`config.mk`:
```
export PLATFORM = sky130hd
export DESIGN_NAME = circularity_unit
export DESIGN_NICKNAME = d
export VERILOG_FILES = /design/src/rtl/circ_pkg.sv /design/src/rtl/seq_restoring_divider.sv /design/src/rtl/circularity_unit.sv
export SDC_FILE = /design/constraint.sdc
export NUM_CORES = 1
export LEC_CHECK = 0
export ABC_AREA = 1
export BUFFER_PORTS_ARGS = -buffer_cell sky130_fd_sc_hd__buf_2
export CORE_MARGIN = 2
export CORE_UTILIZATION = 50
export DETAILED_ROUTE_END_ITERATION = 8
export PLACE_DENSITY = 0.76
export SYNTH_ARGS = -nofsm -noshare
export SYNTH_HDL_FRONTEND = slang
export SYNTH_SLANG_ARGS = --single-unit
```
`constraint.sdc`:
```
create_clock -name clk_in -period 8.7 [get_ports clk_in]
set_clock_uncertainty 0.05 [all_clocks]
set_input_delay 0.87 -clock clk_in [delete_from_list [all_inputs] [get_ports clk_in]]
set_output_delay 0.87 -clock clk_in [all_outputs]
set_load 0.05 [all_outputs]
```
`src/rtl/circ_pkg.sv`:
```
// Shared definitions for the circularity unit: FSM state encoding,
// default fixed-point constants and the area-width helper.
package circ_pkg;

  typedef enum logic [1:0] {
    IDLE = 2'd0,
    LOAD = 2'd1,
    DIV  = 2'd2,
    DONE = 2'd3
  } state_e;

  // pi in unsigned Q8 (pi*256, truncated) and the nominal output scale
  localparam int PI_Q8_DEF = 804;
  localparam int SCALE_DEF = 100;

  // Bits needed to hold a pixel count of a whole frame, plus one headroom bit
  function automatic int calc_aw(input int width, input int height);
    return $clog2(width * height) + 1;
  endfunction

endpackage

```
`src/rtl/seq_restoring_divider.sv`:
```
// Sequential restoring divider: one quotient bit per clock, MSB first.
// A start pulse loads the operands; done_out is high during the cycle whose
// closing clock edge writes the final quotient bit, so quotient_out and
// remainder_out are valid from the following cycle and then hold.
// The caller must not start with a zero denominator.
module seq_restoring_divider #(
  parameter int NUM_W = 36,
  parameter int DEN_W = 42
) (
  input  logic             clk_in,
  input  logic             rst_in,
  input  logic             start_in,
  input  logic [NUM_W-1:0] numerator_in,
  input  logic [DEN_W-1:0] denominator_in,
  output logic             done_out,
  output logic [NUM_W-1:0] quotient_out,
  output logic [DEN_W-1:0] remainder_out
);

  localparam int CW = $clog2(NUM_W + 1);

  logic [NUM_W-1:0] quo_q, quo_d;
  logic [DEN_W-1:0] rem_q, rem_d;
  logic [DEN_W-1:0] den_q, den_d;
  logic [CW-1:0]    cnt_q, cnt_d;
  logic             active_q, active_d;
  logic [DEN_W:0]   trial;
  logic [DEN_W:0]   diff;

  // Shift the next dividend bit into the partial remainder and try a subtract
  always_comb begin
    trial = {rem_q, quo_q[NUM_W-1]};
    diff  = trial - {1'b0, den_q};
  end

  // Load on start, otherwise retire one quotient bit per cycle while active
  always_comb begin
    quo_d    = quo_q;
    rem_d    = rem_q;
    den_d    = den_q;
    cnt_d    = cnt_q;
    active_d = active_q;
    if (start_in) begin
      quo_d    = numerator_in;
      rem_d    = '0;
      den_d    = denominator_in;
      cnt_d    = CW'(NUM_W);
      active_d = 1'b1;
    end else if (active_q) begin
      if (trial >= {1'b0, den_q}) begin
        rem_d = diff[DEN_W-1:0];
        quo_d = {quo_q[NUM_W-2:0], 1'b1};
      end else begin
        rem_d = trial[DEN_W-1:0];
        quo_d = {quo_q[NUM_W-2:0], 1'b0};
      end
      cnt_d    = cnt_q - CW'(1);
      active_d = (cnt_q != CW'(1));
    end
  end

  // Divider state registers
  always_ff @(posedge clk_in) begin
    if (rst_in) begin
      quo_q    <= '0;
      rem_q    <= '0;
      den_q    <= '0;
      cnt_q    <= '0;
      active_q <= 1'b0;
    end else begin
      quo_q    <= quo_d;
      rem_q    <= rem_d;
      den_q    <= den_d;
      cnt_q    <= cnt_d;
      active_q <= active_d;
    end
  end

  assign done_out      = active_q && (cnt_q == CW'(1));
  assign quotient_out  = quo_q;
  assign remainder_out = rem_q;

endmodule

```
`src/rtl/circularity_unit.sv`:
```
// Circularity metric C = 4*pi*area*SCALE / perimeter^2 for one blob per
// transaction, with ready/valid input handshake, tag passthrough,
// divide-by-zero flagging and output saturation.
// Optional macro CIRC_THRESH_EN adds threshold_in / is_round_out.
module circularity_unit
  import circ_pkg::*;
#(
  parameter int  HEIGHT = 320,
  parameter int  WIDTH  = 180,
  parameter int  SCALE  = SCALE_DEF,
  parameter int  PI_Q8  = PI_Q8_DEF,
  parameter int  OUT_W  = 16,
  parameter int  TAG_W  = 4,
  localparam int AW     = calc_aw(WIDTH, HEIGHT),
  localparam int NUM_W  = AW + 19,
  localparam int DEN_W  = 2 * AW + 8
) (
  input  logic             clk_in,
  input  logic             rst_in,
  input  logic [AW-1:0]    area_in,
  input  logic [AW-1:0]    perimeter_in,
  input  logic [TAG_W-1:0] tag_in,
  input  logic             data_valid_in,
`ifdef CIRC_THRESH_EN
  input  logic [OUT_W-1:0] threshold_in,
  output logic             is_round_out,
`endif
  output logic             ready_out,
  output logic [OUT_W-1:0] circularity_out,
  output logic [TAG_W-1:0] tag_out,
  output logic             valid_out,
  output logic             error_out,
  output logic             sat_out,
  output logic             busy_out
);

  // Constant numerator multiplier 4*pi*SCALE (pi in Q8, matched by the
  // x256 applied to the denominator)
  localparam logic [NUM_W-1:0] NUM_K   = NUM_W'(4 * PI_Q8 * SCALE);
  localparam logic [NUM_W-1:0] OUT_MAX = {{(NUM_W-OUT_W){1'b0}}, {OUT_W{1'b1}}};

  state_e           state_q, state_d;
  logic [AW-1:0]    area_q, area_d;
  logic [AW-1:0]    perim_q, perim_d;
  logic [TAG_W-1:0] tag_q, tag_d;
  logic             zero_den_q, zero_den_d;

  logic [OUT_W-1:0] circ_q, circ_d;
  logic [TAG_W-1:0] tag_out_q, tag_out_d;
  logic             valid_q, valid_d;
  logic             error_q, error_d;
  logic             sat_q, sat_d;

`ifdef CIRC_THRESH_EN
  logic [OUT_W-1:0] thresh_q, thresh_d;
  logic             is_round_q, is_round_d;
`endif

  logic [NUM_W-1:0]   num;
  logic [DEN_W-9:0]   perim_sq;
  logic [DEN_W-1:0]   den;
  logic               div_start;
  logic               div_done;
  logic [NUM_W-1:0]   div_quo;
  logic [DEN_W-1:0]   div_rem_unused;
  logic [OUT_W-1:0]   circ_next;

  // Exact fixed-point operands formed from the registered blob measurements
  always_comb begin
    num      = NUM_W'(area_q) * NUM_K;
    perim_sq = (DEN_W-8)'(perim_q) * (DEN_W-8)'(perim_q);
    den      = {perim_sq, 8'd0};
  end

  seq_restoring_divider #(
    .NUM_W(NUM_W),
    .DEN_W(DEN_W)
  ) u_div (
    .clk_in        (clk_in),
    .rst_in        (rst_in),
    .start_in      (div_start),
    .numerator_in  (num),
    .denominator_in(den),
    .done_out      (div_done),
    .quotient_out  (div_quo),
    .remainder_out (div_rem_unused)
  );

  // Saturated result value presented when the transaction finishes
  always_comb begin
    circ_next = '1;
    if (!zero_den_q && (div_quo <= OUT_MAX)) begin
      circ_next = div_quo[OUT_W-1:0];
    end
  end

  // Transaction FSM: accept, form operands, divide, publish the result
  always_comb begin
    state_d    = state_q;
    area_d     = area_q;
    perim_d    = perim_q;
    tag_d      = tag_q;
    zero_den_d = zero_den_q;
    circ_d     = circ_q;
    tag_out_d  = tag_out_q;
    valid_d    = 1'b0;
    error_d    = error_q;
    sat_d      = sat_q;
    div_start  = 1'b0;
`ifdef CIRC_THRESH_EN
    thresh_d   = thresh_q;
    is_round_d = is_round_q;
`endif
    case (state_q)
      IDLE: begin
        if (data_valid_in) begin
          area_d  = area_in;
          perim_d = perimeter_in;
          tag_d   = tag_in;
`ifdef CIRC_THRESH_EN
          thresh_d = threshold_in;
`endif
          state_d = LOAD;
        end
      end
      LOAD: begin
        if (den == '0) begin
          zero_den_d = 1'b1;
          state_d    = DONE;
        end else begin
          zero_den_d = 1'b0;
          div_start  = 1'b1;
          state_d    = DIV;
        end
      end
      DIV: begin
        if (div_done) begin
          state_d = DONE;
        end
      end
      DONE: begin
        valid_d   = 1'b1;
        tag_out_d = tag_q;
        circ_d    = circ_next;
        error_d   = zero_den_q;
        sat_d     = !zero_den_q && (div_quo > OUT_MAX);
`ifdef CIRC_THRESH_EN
        is_round_d = !zero_den_q && (circ_next >= thresh_q);
`endif
        state_d   = IDLE;
      end
      default: state_d = IDLE;
    endcase
  end

  // State and result registers; reset abandons any transaction in flight
  always_ff @(posedge clk_in) begin
    if (rst_in) begin
      state_q    <= IDLE;
      area_q     <= '0;
      perim_q    <= '0;
      tag_q      <= '0;
      zero_den_q <= 1'b0;
      circ_q     <= '0;
      tag_out_q  <= '0;
      valid_q    <= 1'b0;
      error_q    <= 1'b0;
      sat_q      <= 1'b0;
`ifdef CIRC_THRESH_EN
      thresh_q   <= '0;
      is_round_q <= 1'b0;
`endif
    end else begin
      state_q    <= state_d;
      area_q     <= area_d;
      perim_q    <= perim_d;
      tag_q      <= tag_d;
      zero_den_q <= zero_den_d;
      circ_q     <= circ_d;
      tag_out_q  <= tag_out_d;
      valid_q    <= valid_d;
      error_q    <= error_d;
      sat_q      <= sat_d;
`ifdef CIRC_THRESH_EN
      thresh_q   <= thresh_d;
      is_round_q <= is_round_d;
`endif
    end
  end

  assign ready_out       = (state_q == IDLE);
  assign busy_out        = (state_q != IDLE);
  assign circularity_out = circ_q;
  assign tag_out         = tag_out_q;
  assign valid_out       = valid_q;
  assign error_out       = error_q;
  assign sat_out         = sat_q;
`ifdef CIRC_THRESH_EN
  assign is_round_out    = is_round_q;
`endif

endmodule

```
# Yosys cells after proc, flatten, opt, wreduce, memory -nomap -nowiden
# Cells that the tools add are included.
# classes
n_addsub	2
multipliers	2
magnitude_cmp	3
n_eq_ne	7
n_mux	17
n_reduce_logical	11
# ops
op	n
$mux 36	2
$ge 43x42->1	1
$logic_not 42->1	1
$mux 42	1
$sub 42x42->42	1
$gt 36x16->1 const B	1
$le 36x16->1 const B	1
$mul 17x17->34	1
$mul 17x13->30 const B	1
$mux 16	1
$mux 6	2
$mux 1	8
$pmux 2 s4	1
$eq 6x1->1 const B	1
$ne 6x1->1 const B	1
$sub 6x1->6 const B	1
$eq 2x2->1 const B	2
$mux 2	2
$ne 2x2->1 const B	2
$reduce_and 2->1	2
$reduce_bool 2->1	2
$logic_and 1x1->1	3
$eq 2x1->1 const B	1
$logic_not 2->1	1
2 further kinds	2
# totals
register_bits	183
in_bits	41
out_inout_bits	25
elab_cells	59

# Longest topological paths before layout
# logic_depth
word_depth	5
depth_mapped	37
depth_no_buf	34

# Modules after synthesis
# Synthesis repeated with hierarchy kept, for this count alone.
# unflattened
hier_cells	3347
hier_area_um2	23536.3
# by_module_without_submodules
mod	instances	cells_per_inst	area_per_inst_um2	seq_area_each_um2
circularity_unit	1	1953	14681.6	1281.2
seq_restoring_divider	1	1394	8854.7	2542.4

# Least setup slack after synthesis
# OpenSTA, ideal clock, no wires.
# synth_timing
path_kind	reg2reg
startpoint	reg perim_q[5]
endpoint	reg u_div.cnt_q[2]
setup_time_ns	0.130
t_arrival_ns	6.296
required_time_ns	8.520
setup_slack_ns	2.224
path_stages_with_launch	33
path_buffers	5
period_less_slack_ns	6.476
cell_sequence	dfxtp_1 clkbuf_1 clkbuf_1 nand2_1 fa_1 inv_1 fa_1 inv_1 fa_1 inv_1 fa_1 fa_1 inv_1 fa_1 inv_1 ha_1 nand2_1 inv_1 nand2_1 nand2_1 a21oi_2 nor2_1 nor2_1 nand2_1 nand2_1 nand2_1 nor2_1 nand3_1 o21bai_1 buf_4 buf_6 buf_2 a31oi_1
# synth_via
elab_chain_len	5
word_cells_on_any_way	6
cone_classes	mul: 1; mux: 3; reduce/logical: 2
# synth_rtl
item	line_no	rtl
from (decl)	circularity_unit.sv:44	logic [AW-1:0] perim_q, perim_d;
from (signal assigned)	circularity_unit.sv:176	perim_q <= perim_d;
$mul 17x17->34 (*)	circularity_unit.sv:71	perim_sq = (DEN_W-8)'(perim_q) * (DEN_W-8)'(perim_q);
$logic_not 42->1 (*)	circularity_unit.sv:127	if (den == '0) begin
$mux 1 (*)	circularity_unit.sv:127	
$mux 1 (*)	circularity_unit.sv:114	case (state_q)
$mux 6 / $reduce_bool 2->1 (equally long branches)	-	
to (signal assigned)	seq_restoring_divider.sv:74	cnt_q <= cnt_d;
to (decl)	seq_restoring_divider.sv:25	logic [CW-1:0] cnt_q, cnt_d;
# Every way passes the cells marked *; elsewhere a longest branch is shown, timed or not.
# A chain may end at the register's enable or synchronous reset.

# Worst setup path after layout
# layout_timing
startpoint	reg perim_q[5]
endpoint	reg u_div.quo_q[7], in the netlist u_div.quotient_out[7]
# layout_via
elab_chain_len	5
word_cells_on_any_way	6
cone_classes	mul: 1; mux: 3; reduce/logical: 2
# layout_rtl
item	line_no	rtl
$mul 17x17->34 (*)	circularity_unit.sv:71	
$logic_not 42->1 (*)	circularity_unit.sv:127	
$mux 1 (*)	circularity_unit.sv:127	
$mux 1 (*)	circularity_unit.sv:114	
$mux 36 / $reduce_bool 2->1 (equally long branches)	-	
to (signal assigned)	seq_restoring_divider.sv:71	quo_q <= quo_d;
to (decl)	seq_restoring_divider.sv:22	logic [NUM_W-1:0] quo_q, quo_d;
# Marks and branches as above.

==> flow_summary.ini <==
[clocking]
ctsResizeCount = 0
clock-sinks = 182
clk_latency_ps = 500
post_cts_buffers = 0
h-tree-depth = 4
cts.path.max_buffers = 2
cts_tree = built
cts_hold_buffers = 0
root_buffer = clkbuf_16
cts_buffers = 17
clk_pin_slew_ps = 80

[outcome]
outcome = finished clean

[worst_setup_path]
crit_fanout = 107
worstPathArrival_ps = 8030
critPathRequiredTime_ps = 9000
path_common_cell = nand2_1
crit_buf_inv = 9
endpoint_kind = flop
cp_slowest_cell = dfxtp_1
startpoint = perim_q[5]
critPathMaxStageDelay_ps = 890
worstReg2RegStart = perim_q[5]
critical_path.top_delay_family = adder cells
path_class = flop to flop
worst_setup_path_start_kind = flop

[finish]
finalInstanceArea_um2 = 23100
multi_input_area_um2 = 15300
regArea_um2 = 3640
num-fill-cells = 4286
num_antenna_cells = 0
area_delta_synth_final_pct = 6.21
fin_nets = 3508
drive_above_1_share = 0.0534

[timing]
min_period_over_period = 0.888
final_max_slew_viol_count = 0
worst_slew_pin_slew_ps = 967
hold_violations = 0
fin_ws_ps = 975
fin_crit_ps = 7720
setup_viol = 0
fmax_mhz = 129
tns_ps = 0
rsz0062_at_grt = no
holdWs_ps = 415
slew_headroom = 0.356

[run]
max_cap_violations = 0

[logic_synthesis]
synth_ff_type = dfxtp_1
synth_top_area_share = 0.223
synthesis.area_um2 = 21800
synth-seq-cells = 182
synth-edff-count = 0
yosys.area.top_type = fa_1
avgSynthCellArea_um2 = 7.28
async_flop_share = 0
synth_nets = 3512
ys_warn_count = 0
synthesis.instances = 2990
ys_seq_area_frac = 0.167
synth_cell_types = 44
ys_top_cells_by_area = fa_1, dfxtp_1, ha_1, nand2_1, inv_1

[floorplan]
die_x_um = 213
core_region_area_um2 = 43000
rows = 76
start_util = 0.506
die_h_um = 213
io-pin-count = 66
dieArea_um2 = 45200

[global_routing]
antenna_found_initial = 0
grt_pass1_wl_um = 86100
grt_overflow = 0
grt_max_degree = 108
grt_usage = 0.239
first_global_vias = 17800

[route]
drt-total-wl_um = 50900
routedWlPerCell_um = 14.2
wl_met2_um = 23400
ant_nets = 0
dr_total_vias = 18100
wl_met3_um = 2400
drt_iter0_drc = 1200
drc = 0
wl_met1_um = 23900
top_layer = met4
first_pass_iters = 5
viasPerCell = 5.04

[worst_hold_path]
holdCritStartpoint = sat_out
hp-class = flop to flop

[place]
gp_congestion = 0.956
portBuffers = 65
dp_hpwl_um = 41300
dpl_cell_area_um2 = 22500
dp_slack_ps = 1050
[cells by family after synthesis]
group	count (synthesis)	synth area share
simple gates	1061	0.198
xor+xnor	68	0.0274
compound gates	441	0.114
buf+inv	757	0.133
fa+ha+maj	481	0.360
flops	182	0.167
[area by class of cell]
class                           count  share of cell area
Inverter                          651               0.106
Sequential cell                   182               0.158
Multi-Input combinational cell   2051               0.660
Tap cell                          585              0.0317
Clock buffer                       18              0.0186
Clock inverter                     14             0.00671
Timing Repair Buffer               83              0.0199
[routing by layer]
layer / vias up / track usage
li1: 9207 / -
met1: 8442 / 0.320
met2: 345 / 0.392
met3: 80 / 0.0436
met4: 0 / 0.0757
met5: - / 0
[sequential cells by signal (all words and copies together) (netlist names)]
signal	flops
area_q	17
circularity_out	16
tag_out	4
u_div.active_q	1
perim_q	17
u_div.cnt_q	6
state_q	2
u_div.quotient_out	36
valid_out	1
u_div.remainder_out	42
tag_q	4
u_div.den_q	33
zero_den_q	1
sat_out	1
error_out	1
[stage by stage]
step           cells  utilization
6_report        3584        0.538
5_1_grt         3584        0.538
4_1_cts         3584        0.538
3_5_place_dp    3552        0.524
3_3_place_gp    3552        0.524
2_1_floorplan   2990            -
[cell usage in the layout, fill, tap and decap left out, drive strengths merged, types with 8 or more instances in the layout]
cell type,instances
a211oi,13
a21oi,213
a31oi,16
buf,83
clkbuf,18
clkinv,8
dfxtp,182
fa,243
ha,238
inv,655
nand2,662
nand3,99
nand4,22
nor2,243
nor3,11
nor4,9
o211ai,14
o21ai,139
o21bai,17
xnor2,36
xor2,32
[path summary, 6_finish.rpt]
| kind | end | cells past startpoint | slack, ps |
|---|---|---|---|
| max reg2reg | u_div.quotient_out[7] | 32 | 980 |
| max | u_div.quotient_out[7] | 32 | 980 |
| min | sat_out | 2 | 410 |
| min reg2reg | sat_out | 2 | 410 |
[cells in the mapped netlist, types with 2 or more instances]
cell type,instances
and2_1,3
a21oi_1,211
a31oi_1,16
a211oi_1,3
ha_1,238
o211ai_1,14
a211oi_2,10
a21o_1,6
xor2_1,32
nand3_2,5
clkbuf_1,80
nor2_2,9
nand2_2,4
nand3_1,94
buf_6,2
o211a_1,2
nor3_1,11
o221ai_1,7
a22oi_1,4
o21ai_0,139
fa_1,243
clkinv_1,4
a21oi_2,2
buf_2,20
nand4_1,22
nand2_1,658
buf_4,2
dfxtp_1,182
o21bai_1,17
xnor2_1,36
nor4_1,9
inv_1,643
nand3b_1,7
a21boi_0,2
inv_2,4
or2_2,4
o21a_1,6
nor2_1,233
[worst min-delay path: stages (launching register included)]
cell and delay, ps:
dfxtp_1 310, nand2_1 60, a21oi_1 50
Power is left out: the tool's default activity adds up to more than one toggle a clock period on the data nets, which glitch-free logic cannot reach.
